==> config.mk <==
export PLATFORM = sky130hd
export DESIGN_NAME = minicpu_seq_ctrl
export DESIGN_NICKNAME = d
export VERILOG_FILES = /design/src/rtl/minicpu_seq_ctrl.sv
export SDC_FILE = /design/constraint.sdc
export NUM_CORES = 1
export LEC_CHECK = 0
export CAP_MARGIN = 20
export CORE_MARGIN = 2
export CORE_UTILIZATION = 35
export DETAILED_ROUTE_END_ITERATION = 10
export PLACE_DENSITY_LB_ADDON = 0.1
export SYNTH_ARGS = -nofsm -noshare
export SYNTH_HDL_FRONTEND = slang
export SYNTH_SLANG_ARGS = --single-unit
==> constraint.sdc <==
create_clock -name clk -period 1.9 [get_ports clk]
set_input_delay 0.475 -clock clk [delete_from_list [all_inputs] [get_ports clk]]
set_output_delay 0.475 -clock clk [all_outputs]
set_load 0.02 [all_outputs]
==> src/rtl/minicpu_seq_ctrl.sv <==
// minicpu_seq_ctrl: multicycle fetch/decode/execute sequencer for the MiniCPU two-register datapath.
// Defining MINICPU_STEP_EN adds the step input and a PAUSE state after every non-HLT EXEC.
module minicpu_seq_ctrl #(
  parameter int unsigned ADDR_W  = 5,
  parameter int unsigned TIMEOUT = 15
) (
  input  logic              clk,
  input  logic              rst_n,
  input  logic              start,
`ifdef MINICPU_STEP_EN
  input  logic              step,
`endif
  output logic              imem_req,
  output logic [ADDR_W-1:0] imem_addr,
  input  logic              imem_valid,
  input  logic [7:0]        imem_rdata,
  input  logic              a_zero,
  output logic              we_a,
  output logic              we_b,
  output logic [1:0]        data_sel,
  output logic              alu_op,
  output logic [7:0]        imm,
  output logic              busy,
  output logic              halted,
  output logic              fault
);

  typedef enum logic [2:0] {
    S_IDLE,
    S_FETCH,
    S_EXEC,
    S_HALT,
    S_FAULT
`ifdef MINICPU_STEP_EN
    , S_PAUSE
`endif
  } state_t;

  typedef enum logic [2:0] {
    OP_NOP  = 3'd0,
    OP_LDA  = 3'd1,
    OP_LDB  = 3'd2,
    OP_ADD  = 3'd3,
    OP_SUB  = 3'd4,
    OP_MOVB = 3'd5,
    OP_JNZ  = 3'd6,
    OP_HLT  = 3'd7
  } opcode_t;

`ifdef MINICPU_STEP_EN
  localparam state_t S_AFTER_EXEC = S_PAUSE;
`else
  localparam state_t S_AFTER_EXEC = S_FETCH;
`endif

  localparam logic [7:0] TMO_LIMIT = 8'(TIMEOUT - 1);

  state_t            state;
  logic [ADDR_W-1:0] pc;
  logic [7:0]        ir;
  logic [7:0]        tmo_cnt;
  opcode_t           op;

  assign op = opcode_t'(ir[7:5]);

  always_ff @(posedge clk or negedge rst_n) begin
    if (!rst_n) begin
      state   <= S_IDLE;
      pc      <= '0;
      ir      <= '0;
      tmo_cnt <= '0;
    end else begin
      case (state)
        S_IDLE, S_HALT, S_FAULT: begin
          if (start) begin
            state   <= S_FETCH;
            pc      <= '0;
            tmo_cnt <= '0;
          end
        end
        S_FETCH: begin
          // a response on the limit cycle still wins over the timeout
          if (imem_valid) begin
            ir      <= imem_rdata;
            tmo_cnt <= '0;
            state   <= S_EXEC;
          end else if (tmo_cnt == TMO_LIMIT) begin
            tmo_cnt <= '0;
            state   <= S_FAULT;
          end else begin
            tmo_cnt <= tmo_cnt + 8'd1;
          end
        end
        S_EXEC: begin
          if (op == OP_HLT) begin
            state <= S_HALT;
          end else begin
            state <= S_AFTER_EXEC;
            if (op == OP_JNZ && !a_zero) pc <= ir[ADDR_W-1:0];
            else                         pc <= pc + ADDR_W'(1);
          end
        end
`ifdef MINICPU_STEP_EN
        S_PAUSE: begin
          if (step) state <= S_FETCH;
        end
`endif
        default: state <= S_IDLE;
      endcase
    end
  end

  // Datapath controls decode straight from state so an async reset drops them at once.
  always_comb begin
    we_a     = 1'b0;
    we_b     = 1'b0;
    data_sel = 2'b00;
    alu_op   = 1'b0;
    imm      = '0;
    if (state == S_EXEC) begin
      imm = {3'b000, ir[4:0]};
      case (op)
        OP_LDA:  we_a = 1'b1;
        OP_LDB:  we_b = 1'b1;
        OP_ADD: begin
          we_a     = 1'b1;
          data_sel = 2'b01;
        end
        OP_SUB: begin
          we_a     = 1'b1;
          data_sel = 2'b01;
          alu_op   = 1'b1;
        end
        OP_MOVB: begin
          we_b     = 1'b1;
          data_sel = 2'b10;
        end
        default: ;
      endcase
    end
  end

  assign imem_req  = (state == S_FETCH);
  assign imem_addr = pc;
  assign halted    = (state == S_HALT);
  assign fault     = (state == S_FAULT);
`ifdef MINICPU_STEP_EN
  assign busy      = (state == S_FETCH) || (state == S_EXEC) || (state == S_PAUSE);
`else
  assign busy      = (state == S_FETCH) || (state == S_EXEC);
`endif

endmodule
==> flow_metrics.tcl <==
set metrics [dict create \
    ctsRootBufferMaster "clkbuf_8" \
    drive_gt1_frac 0.387 \
    instances_no_fill 254 \
    p_int_w 0.00187 \
    regArea_um2 601 \
    yosys.area.top_type "dfrtp_1" \
    grt_use_total 0.159 \
    hold_violations 0 \
    die_h_um 69.0 \
    post-place-cells 247 \
    period_minus_slack_ps 2080 \
    rsz0062_at_grt "yes" \
    num_rows 23 \
    cp_max_fo 5 \
    clkPwrFrac 0.148 \
    num_antenna_cells 0 \
    ctsHoldBuffers 0 \
    yosysWarnings 0 \
    max_cap_viol_count 0 \
    grt_pass1_wl_um 6310 \
    drtAntennaViolNets 0 \
    multi_input_area_um2 902 \
    startpoint_type "flop" \
    cp.required_ps 1420 \
    core_um2 4030 \
    cts_buffers 3 \
    cp.arrival_ps 1600 \
    clockBufferDepth 2 \
    fin_ws_ps -179 \
    synth-seq-area-share 0.406 \
    die_area_um2 4760 \
    wl_per_cell_um 14.9 \
    ir_worst_vdd_mv 0.499 \
    numClockSinks 24 \
    placed_area_um2 2010 \
    final_util 0.538 \
    critPathKind "flop to output port" \
    power.leakage_nw 0.981 \
    outcome "finished, violations left" \
    final_area_um2 2170 \
    yosysTopAreaCellShare 0.406 \
    start_util 0.367 \
    synth_seq_cells 24 \
    crit_family "simple AND/OR/NAND/NOR gates" \
    gp_congestion 0.839 \
    min_path_type "flop to flop" \
    first_pass_iters 4 \
    synth_cells 152 \
    hold-worst-slack_ps 532 \
    fp.dieW_um 69.0 \
    drtIter0Drc 85 \
    drv_slew 0 \
    clk_latency_ps 270 \
    worst_clock_skew_ps 6.94 \
    vias_per_cell 5.22 \
    via_count 1326 \
    synth.area.top_cells "dfrtp_1 (41%), mux2_2 (6.1%), a21oi_1 (3.7%), and2_1 (3.4%), a21o_1 (2.5%)" \
    timing.final.crit_share 1.09 \
    crit_chain "or3b_4 > buf_6 > nor4b_4 > buf_4" \
    synth_area_um2 1480 \
    grt_max_degree 25 \
    overflow 0 \
    cpMaxStageDelayCell "or3b_4" \
    synth_cell_types 44 \
    io_buffers 31 \
    n_fill_cell 364 \
    drt_wl_total_um 3780 \
    drc 0 \
    syn2layout_area_growth_pct 46.5 \
    async_flop_share 1.00 \
    power_density_nw_per_um2 1410 \
    p_sw_frac 0.388 \
    setup_violations 6 \
    dpl.hpwl_um 2710 \
    ioPinCount 35 \
    path_buf_inv 2 \
    yosys_most_used_dff "dfrtp_1" \
    tritoncts "done" \
    max_freq_mhz 481 \
    critPathMaxStageDelay_ps 450 \
    grt_pass1_vias 1287 \
    antenna_found_initial 0 \
    htree_levels 1 \
    pwr-share-seq 0.259 \
    endpoint_kind "output port" \
    nets 221 \
    synth_edf_count 0 \
    syn_avg_cell_area_um2 9.73 \
    violations "negative setup slack" \
    path_clk_slew_ps 90 \
    p_sw_w 0.00118 \
    comb_power_share 0.593 \
]
layout make-up:
type / instances / share of cell area
Timing Repair Buffer: 55 / 0.236
Sequential cell: 24 / 0.277
Tap cell: 50 / 0.0289
Clock inverter: 1 / 0.0139
Clock buffer: 3 / 0.0191
Inverter: 5 / 0.00866
Multi-Input combinational cell: 116 / 0.416
final timing paths:
| path | from | to | slack (ps) | cells past startpoint |
|---|---|---|---|---|
| worst min-delay path | tmo_cnt[7] | tmo_cnt[7] | 530 | 1 |
| worst min register to register | tmo_cnt[7] | tmo_cnt[7] | 530 | 1 |
| max in group asynchronous | rst_n | ir[7] | 1090 | 2 |
| min in group asynchronous | rst_n | ir[1] | 560 | 2 |
| worst max-delay path | state[2] | alu_op | -180 | 4 |
| worst max register to register | state[2] | tmo_cnt[6] | 70 | 6 |
sequential cells by signal, summed over array words and instances (netlist names):
name and cells:
imem_addr 5, ir 8, state 3, tmo_cnt 8
layout by cell type, fill, tap and decap left out, drive strengths merged, types with 2 or more instances in the layout:
cell type / count
nor4b: 2
clkdlybuf4s50: 17
inv: 5
and4: 2
o31ai: 3
mux2: 8
nand2: 10
o32ai: 2
buf: 37
a21oi: 11
conb: 3
or3b: 5
and2: 8
nor3: 4
nand3b: 2
nor3b: 5
nand2b: 3
a21o: 5
nor2: 10
dfrtp: 24
clkbuf: 4
o21ai: 10
ha: 3
nand3: 5
a211o: 2
and3: 2
worst reg2reg max path, cell delays in order (launching register included):
cell and delay [ps]:
dfrtp_1 390, buf_4 150, or3b_4 420, buf_4 160, a211o_4 320, nor4b_4 220
a21o_1 100
kinds of logic (layout without fill, tap and decap cells):
family	count (synthesis)	in the layout	share of synthesized area
and+or+nand+nor	65	65	0.283
AOI/OAI and AO/OA	35	36	0.160
DFF	24	24	0.406
buffers and inverters	15	64	0.0558
muxes	9	9	0.0677
adders and majority gates	3	3	0.0254
other	1	3	0.00254
timing repair:
item	4_1_cts	5_1_grt
pin swaps	4	5
gates cloned	1	0
setup buffers	1	2
resized for setup	83	15
endpoints found under the setup margin	15	18
through the flow:
stage | setup WS, ps | power [W] | TNS (ps)
after floorplan | -16.4 | 0.00175 | -16.4
after global placement | -295 | 0.00238 | -2760
after detailed placement | -351 | 0.00243 | -3180
after CTS | -194 | 0.00300 | -596
after global routing | -266 | 0.00325 | -1330
final | -179 | 0.00305 | -725
power groups by stage:
| stage | logic [W] | clock network, W | registers, W |
|---|---|---|---|
| detailed placement | 0.00164 | 0 | 0.000788 |
| finish | 0.00181 | 0.000453 | 0.000790 |
| CTS | 0.00175 | 0.000464 | 0.000784 |
| floorplan | 0.000953 | 0 | 0.000800 |
| global route | 0.00195 | 0.000488 | 0.000815 |
| global placement | 0.00160 | 0 | 0.000780 |
layer usage:
| metal | part of all wire | wire [um] | vias up | GRT usage |
|---|---|---|---|---|
| met3 | 0.027 | 104 | 2 | 0.0190 |
| met4 | 0.0045 | 17 | 0 | 0.0327 |
| met2 | 0.55 | 2070 | 24 | 0.297 |
| met5 | 0 | 0 | - | 0 |
| met1 | 0.42 | 1590 | 652 | 0.195 |
| li1 | - | - | 648 | - |
synth_stat cells, drive strengths merged, types with 2 or more instances:
| cell type | number |
|---|---|
| nor4b | 2 |
| nor3b | 5 |
| or3b | 5 |
| nand3b | 2 |
| mux2 | 8 |
| buf | 9 |
| and3 | 2 |
| nand2b | 3 |
| nor2 | 10 |
| nand3 | 5 |
| ha | 3 |
| inv | 5 |
| and4 | 2 |
| a21o | 5 |
| nor3 | 4 |
| o31ai | 3 |
| o32ai | 2 |
| dfrtp | 24 |
| o21ai | 10 |
| and2 | 8 |
| nand2 | 10 |
| a21oi | 11 |
No activity file was read; power rests on OpenSTA's default activity.
